`src/rtl/fwd_scoreboard.sv`:
```
// Forwarding / load-use interlock: tracks in-flight register writes for DEPTH stages past decode.
// Latency: operand answers are combinational from the registered record array; the array updates one cycle after issue.
// Backpressure: stall holds decode and injects a bubble. Optional counters are built when FWD_STATS_EN is defined.
module fwd_scoreboard #(
  parameter int DATA_W = 32,
  parameter int REG_AW = 5,
  parameter int DEPTH  = 3,
  parameter int NSRC   = 3,
  parameter int LAT_W  = $clog2(DEPTH)
) (
  input  logic                          CLK,
  input  logic                          nRST,
  input  logic                          advance,
  input  logic                          flush,
  input  logic                          issue_valid,
  input  logic                          issue_regwr,
  input  logic [REG_AW-1:0]             issue_rd,
  input  logic [LAT_W-1:0]              issue_lat,
  input  logic [DEPTH-1:0][DATA_W-1:0]  stage_data,
  input  logic [NSRC-1:0]               src_use,
  input  logic [NSRC-1:0][REG_AW-1:0]   src_reg,
  output logic [NSRC-1:0]               fwd_hit,
  output logic [NSRC-1:0][DATA_W-1:0]   fwd_data,
  output logic                          stall
`ifdef FWD_STATS_EN
  ,
  output logic [31:0]                   stall_cycles,
  output logic [31:0]                   fwd_count
`endif
);

  typedef struct packed {
    logic              vld;
    logic [REG_AW-1:0] rd;
    logic [LAT_W-1:0]  cnt;
  } rec_t;

  rec_t [DEPTH-1:0] rec_q, rec_d;
  logic [NSRC-1:0]  matched;
  logic [LAT_W-1:0] lat_clip;

  // Youngest producer (lowest stage index) wins each query.
  always_comb begin
    fwd_hit  = '0;
    fwd_data = '0;
    stall    = 1'b0;
    matched  = '0;
    for (int q = 0; q < NSRC; q++) begin
      for (int k = 0; k < DEPTH; k++) begin
        if (!matched[q] && src_use[q] && (src_reg[q] != '0) &&
            rec_q[k].vld && (rec_q[k].rd == src_reg[q])) begin
          matched[q] = 1'b1;
          if (rec_q[k].cnt == '0) begin
            fwd_hit[q]  = 1'b1;
            fwd_data[q] = stage_data[k];
          end else begin
            stall = 1'b1;
          end
        end
      end
    end
  end

  always_comb begin
    lat_clip = (issue_lat > LAT_W'(DEPTH - 1)) ? LAT_W'(DEPTH - 1) : issue_lat;
    rec_d    = rec_q;
    if (advance) begin
      rec_d[0].vld = issue_valid & issue_regwr & (issue_rd != '0) & ~stall & ~flush;
      rec_d[0].rd  = issue_rd;
      rec_d[0].cnt = lat_clip;
      for (int k = 1; k < DEPTH; k++) begin
        rec_d[k].vld = rec_q[k-1].vld;
        rec_d[k].rd  = rec_q[k-1].rd;
        rec_d[k].cnt = (rec_q[k-1].cnt != '0) ? rec_q[k-1].cnt - LAT_W'(1) : '0;
      end
    end
  end

  always_ff @(posedge CLK or negedge nRST) begin
    if (!nRST) begin
      rec_q <= '0;
    end else begin
      rec_q <= rec_d;
    end
  end

`ifdef FWD_STATS_EN
  logic [31:0] stall_cycles_q, stall_cycles_d;
  logic [31:0] fwd_count_q, fwd_count_d;

  always_comb begin
    stall_cycles_d = stall_cycles_q + ((stall && advance) ? 32'd1 : 32'd0);
    fwd_count_d    = fwd_count_q + ((advance && (|fwd_hit)) ? 32'd1 : 32'd0);
  end

  always_ff @(posedge CLK or negedge nRST) begin
    if (!nRST) begin
      stall_cycles_q <= '0;
      fwd_count_q    <= '0;
    end else begin
      stall_cycles_q <= stall_cycles_d;
      fwd_count_q    <= fwd_count_d;
    end
  end

  assign stall_cycles = stall_cycles_q;
  assign fwd_count    = fwd_count_q;
`endif

endmodule

```
`config.mk`:
```
export PLATFORM = sky130hd
export DESIGN_NAME = fwd_scoreboard
export DESIGN_NICKNAME = d
export VERILOG_FILES = /design/src/rtl/fwd_scoreboard.sv
export SDC_FILE = /design/constraint.sdc
export NUM_CORES = 1
export LEC_CHECK = 0
export ABC_CLOCK_PERIOD_IN_PS = 3200
export BUFFER_PORTS_ARGS = -buffer_cell sky130_fd_sc_hd__buf_2
export CORE_MARGIN = 3
export CORE_UTILIZATION = 35
export CTS_CLUSTER_SIZE = 20
export DETAILED_ROUTE_END_ITERATION = 16
export PLACE_DENSITY = 0.66
export SLEW_MARGIN = 15
export SYNTH_ARGS = -nofsm -noshare
export SYNTH_HDL_FRONTEND = slang
export SYNTH_SLANG_ARGS = --single-unit
```
`constraint.sdc`:
```
create_clock -name CLK -period 3.2 [get_ports CLK]
set_input_delay 0.32 -clock CLK [delete_from_list [all_inputs] [get_ports CLK]]
set_output_delay 0.32 -clock CLK [all_outputs]
set_load 0.03 [all_outputs]
```
==> summary.md, run 1 <==
The run finished with clean final reports. For this run, design rule violations remaining after detail routing come to 0. Among cell families on the critical path, the largest total delay comes from simple AND/OR/NAND/NOR gates. At the pin with the least slew margin, the transition time is 708 ps.

In the routed layout, each cell is associated on average with a via count of 5.95. After synthesis, the largest area contributor takes up 17.5% of total cell area. Summed over all nets, wire length on met2 after detailed routing comes to 7370 um.

The violation count after the first detailed-route iteration was 487. The floorplan has 35 rows. The clock tree root driver cell was clkbuf_8. The height of the chip is 105 um, and the number of hold buffers added after cts is 0. The run gives 2.98 nW as the static leakage. After layout, the worst path uses 95.3% of the clock period.

The tools report the final routed wirelength across all metal layers as 14400 um. The worst path meets setup with 152 ps of slack. The top layer used by detailed routing is met4. Clock skew on the completed layout was measured at 2.94 ps. The commonest non-fill, non-tap cell in the layout is buf_2.

Buffers inserted during clock tree synthesis total 3. Ranked by total cell area, the synthesized netlist is headed by dfrtp_1 17%, a221o_1 8.7%, a222oi_1 8.4%. In the synthesized netlist the dominant register cell turns out to be dfrtp_1.

Entering global routing, the biggest net connects 36 pins. The tools report the final-report max-slew violation count as 0. Summed over all nets, the switching power comes to 0.364 mW. Counting every net in the synthesized netlist gives 522. The run gives 52.7% as the relative slew slack. The run gives 227 as the top-level port count.

The synthesized design contains 0 enable-type register cells. Setup repair after global routing left no endpoint under its margin. The logs give 3440 um^2 for the netlist area before placement and 4800 um^2 for the final instance area.

The floorplan step defined a core boundary enclosing 9420 um^2. Across the run, the number of max-cap violations was 0. Of the cells placed in the final design, the portion with a size suffix greater than 1 is 47.9%.

The worst setup path is of the flip-flop to output pin kind. Walking the worst path, the cells encountered are xor2_1 -> nor4_1 -> and3_4 -> or3b_1 -> nor2_2 -> buf_6 -> a221o_1 -> buf_2. The worst slack on hold paths is 30.0 ps, and the relative area change from synthesis to final layout is 39.5%. For this run, the slowest stage of the critical path takes 470 ps. Type of the most critical hold path: input pin to async pin.

For this run, the total global-route usage over all layers was measured as 24.3%. Leaving out fill and tap cells, the most frequent cells in the layout are 226 x buf_2, 36 x and3_1, 36 x inv_1, 31 x a22o_1, 31 x a21o_1. The library cell contributing the largest single delay on the critical path was dfrtp_1. Data on the critical path arrives at its endpoint at 2730 ps. TritonCTS built the clock tree.

For this block, wires on met1 add up to 5730 um. Per report_power, the combinational group accounts for 35.5% of the total. The logs give 0 for the synthesis warning total and 4401 for the detailed-route via count.

The number of input and output port buffers inserted was 226; the full die area was 11100 um^2. The logs give 17.5% for the sequential-to-total area share from yosys stat and 25.4% for the portion of total power attributed to the clock network. The net switching fraction of the power came out at 34.9%.

In this run the power density over the cells is 217 nW/um^2. In this run, flip-flops and latches consume 39.1% of the power. Routability-driven placement finished with a final weighted congestion of 0.971.

Across the whole layout, storage elements account for 601 um^2. The largest voltage drop on the vdd net was 0.000260 V; the antenna violation net count after detailed routing was 0. Data required time of the worst path: 2880 ps. Together, buffers and inverters on the worst path number 2.

The tools report the wire length of the first global-routing pass as 22100 um. Summed over all failing endpoints, the final setup total negative slack is 0 ps. Summed over all nets, wire length on met3 after detailed routing comes to 1050 um. Clock latency on the worst-skew pair, taken at its later pin, is 270 ps. The final count of hold timing violations is 0. After layout, the minimum clock period comes to 3050 ps.

The clock input transition at the sequential cells of the worst setup and hold paths was 80 ps. The worst setup path is launched from a flip-flop. The number of antenna violations at the first check in global routing was 1. The tools report the sort of element at the end of the critical path as an output pin.

The run gives 11200 um as the half-perimeter wire length of the detailed placement result. In the synthesized netlist the async set-or-reset flop fraction comes to 100%. The number of clock sinks is 24, and the post-synthesis cell type count is 47. The initial utilization of the core area, before any placement, comes to 36.5%. Counting the fill cells in the layout gives 928.

After synthesis, the mean cell area works out to 8.71 um^2. The register with the most flip-flops in the layout has 24 of them. After detailed routing, the average wire length per cell comes to 19.5 um. Summing all multi-input logic gate instances after layout gives 2560 um^2. Before CTS, the worst setup slack after placement is 279 ps. The run gives 395 as the number of instances in the synthesized netlist. The number of nets in the layout was 737. The run gives 0 as the total of endpoints with negative setup slack in the final report. The completed layout was analyzed and its total power is 1.04 mW. In the final layout, the registers with the most flip-flops are rec_q (24).

Summed over all layers, the global routing overflow is 0. The first detailed-routing pass took 7 iterations. Setup fix buffers added after clock tree synthesis: 0. Register with the highest flop count: rec_q. The maximum number of buffers from clock root to sink came out at 2.

In this run, synthesis produced a sequential element count of 24. The total internal power is 0.679 mW. The biggest area contributor in the post-synthesis netlist is dfrtp_1. Of all nets on the critical path, the largest fanout is 21. The logs give 4066 for the number of global-route vias before repair and 4710 um^2 for the area after detailed placement.

The die width was 105 um. For the upper clock frequency limit, the log shows 328 MHz. The tools report the deepest level of the CTS H-tree as 1.
[path summary, 6_finish.rpt]
kind / from / end / depth (start not counted) / slack [ps]
min in group CLK: issue_rd[4] / rec_q[6] / 2 / 290
max reg2reg: rec_q[12] / rec_q[7] / 6 / 1020
max: rec_q[12] / fwd_data[71] / 8 / 150
min: nRST / rec_q[22] / 1 / 30
min reg2reg: rec_q[0] / rec_q[9] / 2 / 570
max in group asynchronous: nRST / rec_q[18] / 1 / 2810
[power by group through the flow]
stage,logic [mW],clock network [mW],registers [mW]
2_1_floorplan,0.188,0,0.394
3_3_place_gp,0.354,0,0.412
3_5_place_dp,0.362,0,0.414
4_1_cts,0.364,0.270,0.408
5_1_grt,0.402,0.284,0.414
6_report,0.370,0.265,0.408
[synthesized netlist by cell type, drive strengths merged (3+ instances only)]
library cell	n
mux2	18
a21o	31
nand3	5
o21ai	9
xnor2	21
clkbuf	18
nand2	8
or4	6
nor3	7
a22o	31
a221o	33
a222oi	29
buf	16
nor2	7
inv	36
nor4	8
or3b	5
xor2	24
and3	37
dfrtp	24
nand4	3
[worst reg2reg max path: cells and delay by family (launching register included)]
| family | cells | cell delay [ps] |
|---|---|---|
| compound gates | 2 | 350 |
| flops | 1 | 470 |
| simple gates | 3 | 1010 |
| xor+xnor | 1 | 200 |
[cell families after synthesis]
family          Yosys count  share of synthesized area (%)
compound gates          144                           37.0
flops                    24                           17.5
mux                      18                           5.89
xor+xnor                 45                           11.5
buf+inv                  70                           9.86
simple gates             94                           18.3
[final cells by class]
class,count,share of cell area (%)
Multi-Input combinational cell,301,53.3
Clock buffer,3,0.860
Antenna cell,2,0.104
Inverter,36,2.82
Timing Repair Buffer,244,26.5
Sequential cell,24,12.5
Tap cell,129,3.36
Clock inverter,1,0.626
[timing repair]
action,4_1_cts,5_1_grt
setup endpoints to repair,8,6
resized for setup,1,2
endpoints found under the hold margin,0,0
[per-layer routing]
| layer | global-route usage (%) | vias to the layer above |
|---|---|---|
| met5 | 0 | - |
| met4 | 6.75 | 0 |
| met2 | 43.8 | 254 |
| met3 | 2.66 | 22 |
| li1 | - | 2006 |
| met1 | 30.5 | 2119 |
[stage by stage]
| step | instances | utilization [%] |
|---|---|---|
| after floorplan | 395 | - |
| after global placement | 734 | 50.0 |
| after detailed placement | 734 | 50.0 |
| after CTS | 738 | 50.8 |
| after global routing | 739 | 51.0 |
| final | 740 | 51.0 |
(Power assumes the default switching activity.)
==> run 2, diff against run 1 <==
Settings changed: ABC_CLOCK_PERIOD_IN_PS 3200 to 3600.
Clock period 3.2 ns to 3.6 ns, I/O delays scaled along.
==> run 2 against run 1 <==
Compared with the run above: final cell count unchanged; critical path depth unchanged; clock power down 9.4%; register-to-register slack improved by 390 ps; critical path type unchanged; largest cell class unchanged; highest routed layer unchanged.
==> summary.md, run 2 (same netlist as run 1, synthesis figures left out) <==
The run finished with clean final reports. Sequential cells account for 39.2% of the total power. Leaving out fill and tap cells, the most frequent cell in the layout is buf_2.

After detailed routing, the number of vias per cell comes to 6.05. The register with the most flip-flops in the layout has 24 of them. Before CTS, the worst setup slack after placement is 617 ps. The first global-routing pass estimated 22100 um of wire. Clock tree root driver cell: clkbuf_8. The antenna violation net count after detailed routing is 0.

For the top-level port count, the log shows 227. The area growth from synthesis to layout is 39.3%. Net switching is 35.0% of the power. The analysis attributes to cell leakage a power of 2.98 nW.

The run gives 1 as the deepest level of the CTS H-tree. Type of the most critical hold path: input pin to async pin. The die covers 11100 um^2. The number of antenna violations at the first check in global routing was 1.

Worst path arrival time: 2720 ps. For the routability congestion estimate from global placement, the log shows 0.987. In this run the worst setup path begins at rec_q[21]. The run gives 601 um^2 as the sequential cell area. Summed over all nets, the switching power comes to 0.325 mW. The beginning of the worst register-to-register path was rec_q[14]. The run gives 35.0% as the logic gate share of total power. For the worst setup path, the data required time is 3240 ps. Cell internal power was estimated by the tool at 0.603 mW. The largest voltage drop on the vdd net is 0.000242 V, and the number of standard-cell rows in the floorplan is 35. The die is 105 um tall.

After the first detailed-routing iteration, the DRC count stood at 524. The logs give 0 for the number of resized instances in the post-cts repair step and 48.6% for the relative slew slack. Summing all multi-input logic gate instances after layout gives 2550 um^2.

The initial core utilization is 36.5%. TritonCTS built the clock tree. The die width came out at 105 um. Number of clock sinks: 24. The tools report the number of nets in the layout as 737. In this run the tool buffered the top-level ports with 226 buffer cells.

Setup repair after global routing left no endpoint under its margin. The setup TNS was 0 ps; the slack of the critical path was 519 ps. Global routing finished with a remaining overflow of 0. Setup violations remaining at the end of the flow were counted as 0. The clock passes through at most 2 buffers.

The number of remaining DRC errors was 0; the standard cell core area was 9420 um^2. Across every metal layer, demand over resource in global routing totals 24.3%. The maximum fanout along the worst path is 24. The CTS buffer count is 3, and the setup fix buffers added after clock tree synthesis is 0. The final-report max-slew violation count is 0. The tool flagged a number of max-cap violations equal to 0.

The transition time at the pin with the least slew margin was 769 ps; the minimum clock period was 3080 ps. The later-pin clock latency in the skew report came out at 270 ps. Entering global routing, the biggest net connects 36 pins. The finished layout holds 740 standard cells, fillers aside. Share of the clock period used by the worst path after layout: 85.6%. The final count of hold timing violations is 0. In this run the power density over the cells is 194 nW/um^2. The clock network burns 25.8% of the power. The first-pass iteration count of the detailed router came out at 6.

On the final layout, the worst clock skew is 5.26 ps. The number of filler instances in the final layout came out at 932. In this run, post-CTS hold repair placed 0 buffers. The critical path is of the flip-flop to output pin type. The fraction of layout instances using a drive strength above 1 was 47.8%.

Kind of start point of the critical path: a flip-flop. Number of global-route vias before repair: 4218. Dividing the detail-routed wire length by the instance count gives 19.8 um.

Counting flops per register, the top entry is rec_q. The instance count after placement with tap cells included came out at 734. In the layout the commonest cells are 226 x buf_2, 36 x and3_1, 36 x inv_1, 31 x a22o_1, 31 x a21o_1.

Static timing analysis puts the maximum clock frequency at 325 MHz. The run gives 4478 as the detailed-route via count. In the final layout, the registers with the most flip-flops are rec_q (24). The worst setup path is captured at an output pin.

The clock input transition at the sequential cells of the worst setup and hold paths is 90 ps, and the half-perimeter wire length of the detailed placement result is 11300 um. The routed design has 14600 um of wire.
run 2: cell types whose count changed in the layout (fill, tap and decap cells not counted):
cell    before  now
buf_6        1    0
nor4_1       5    6
buf_4       17   18
nor4_2       3    2
run 2: area by class of cell:
class / count / area share [%]
diodes: 2 / 0.104
clock buffers: 3 / 0.862
clock inverters: 1 / 0.627
inverters: 36 / 2.82
multi-input cells: 301 / 53.2
flip-flops and latches: 24 / 12.5
well taps: 129 / 3.37
repair buffers: 244 / 26.4
run 2: metal layers:
layer	track usage, %	vias to the layer above	routed length, um
met2	43.0	273	7450
met3	2.53	30	1030
met1	30.7	2165	5820
met5	0	-	0
li1	-	2010	-
met4	7.78	0	339
run 2: power groups by stage:
stage                     sequential, mW  clock [mW]  combinational [mW]
after global placement             0.369           0               0.318
final                              0.364       0.240               0.325
after global routing               0.370       0.257               0.355
after CTS                          0.364       0.246               0.322
after floorplan                    0.350           0               0.167
after detailed placement           0.369           0               0.321
run 2: critical path, stage by stage (launching register included):
cell	delay, ps
dfrtp_1	460
xor2_1	190
nor4_1	300
nand3_1	130
or4_4	460
nor3_4	150
buf_4	320
a221o_1	230
buf_2	200
run 2: worst paths after layout:
kind	slack, ps	depth (start not counted)	to
max reg2reg	1410	6	rec_q[7]
min in group CLK	330	2	rec_q[1]
min reg2reg	570	2	rec_q[9]
min	60	1	rec_q[14]
max	520	8	fwd_data[86]
max in group asynchronous	3170	1	rec_q[15]
run 2: metrics by stage:
stage | hold WS [ps] | total power [mW] | cell area [um^2] | util, %
after CTS | 80.6 | 0.932 | 4780 | 50.8
after detailed placement | 379 | 0.690 | 4710 | 50.0
after floorplan | 64.4 | 0.518 | 3440 | -
after global placement | 367 | 0.687 | 4710 | 50.0
after global routing | 104 | 0.982 | 4790 | 50.8
final | 61.2 | 0.929 | 4790 | 50.9
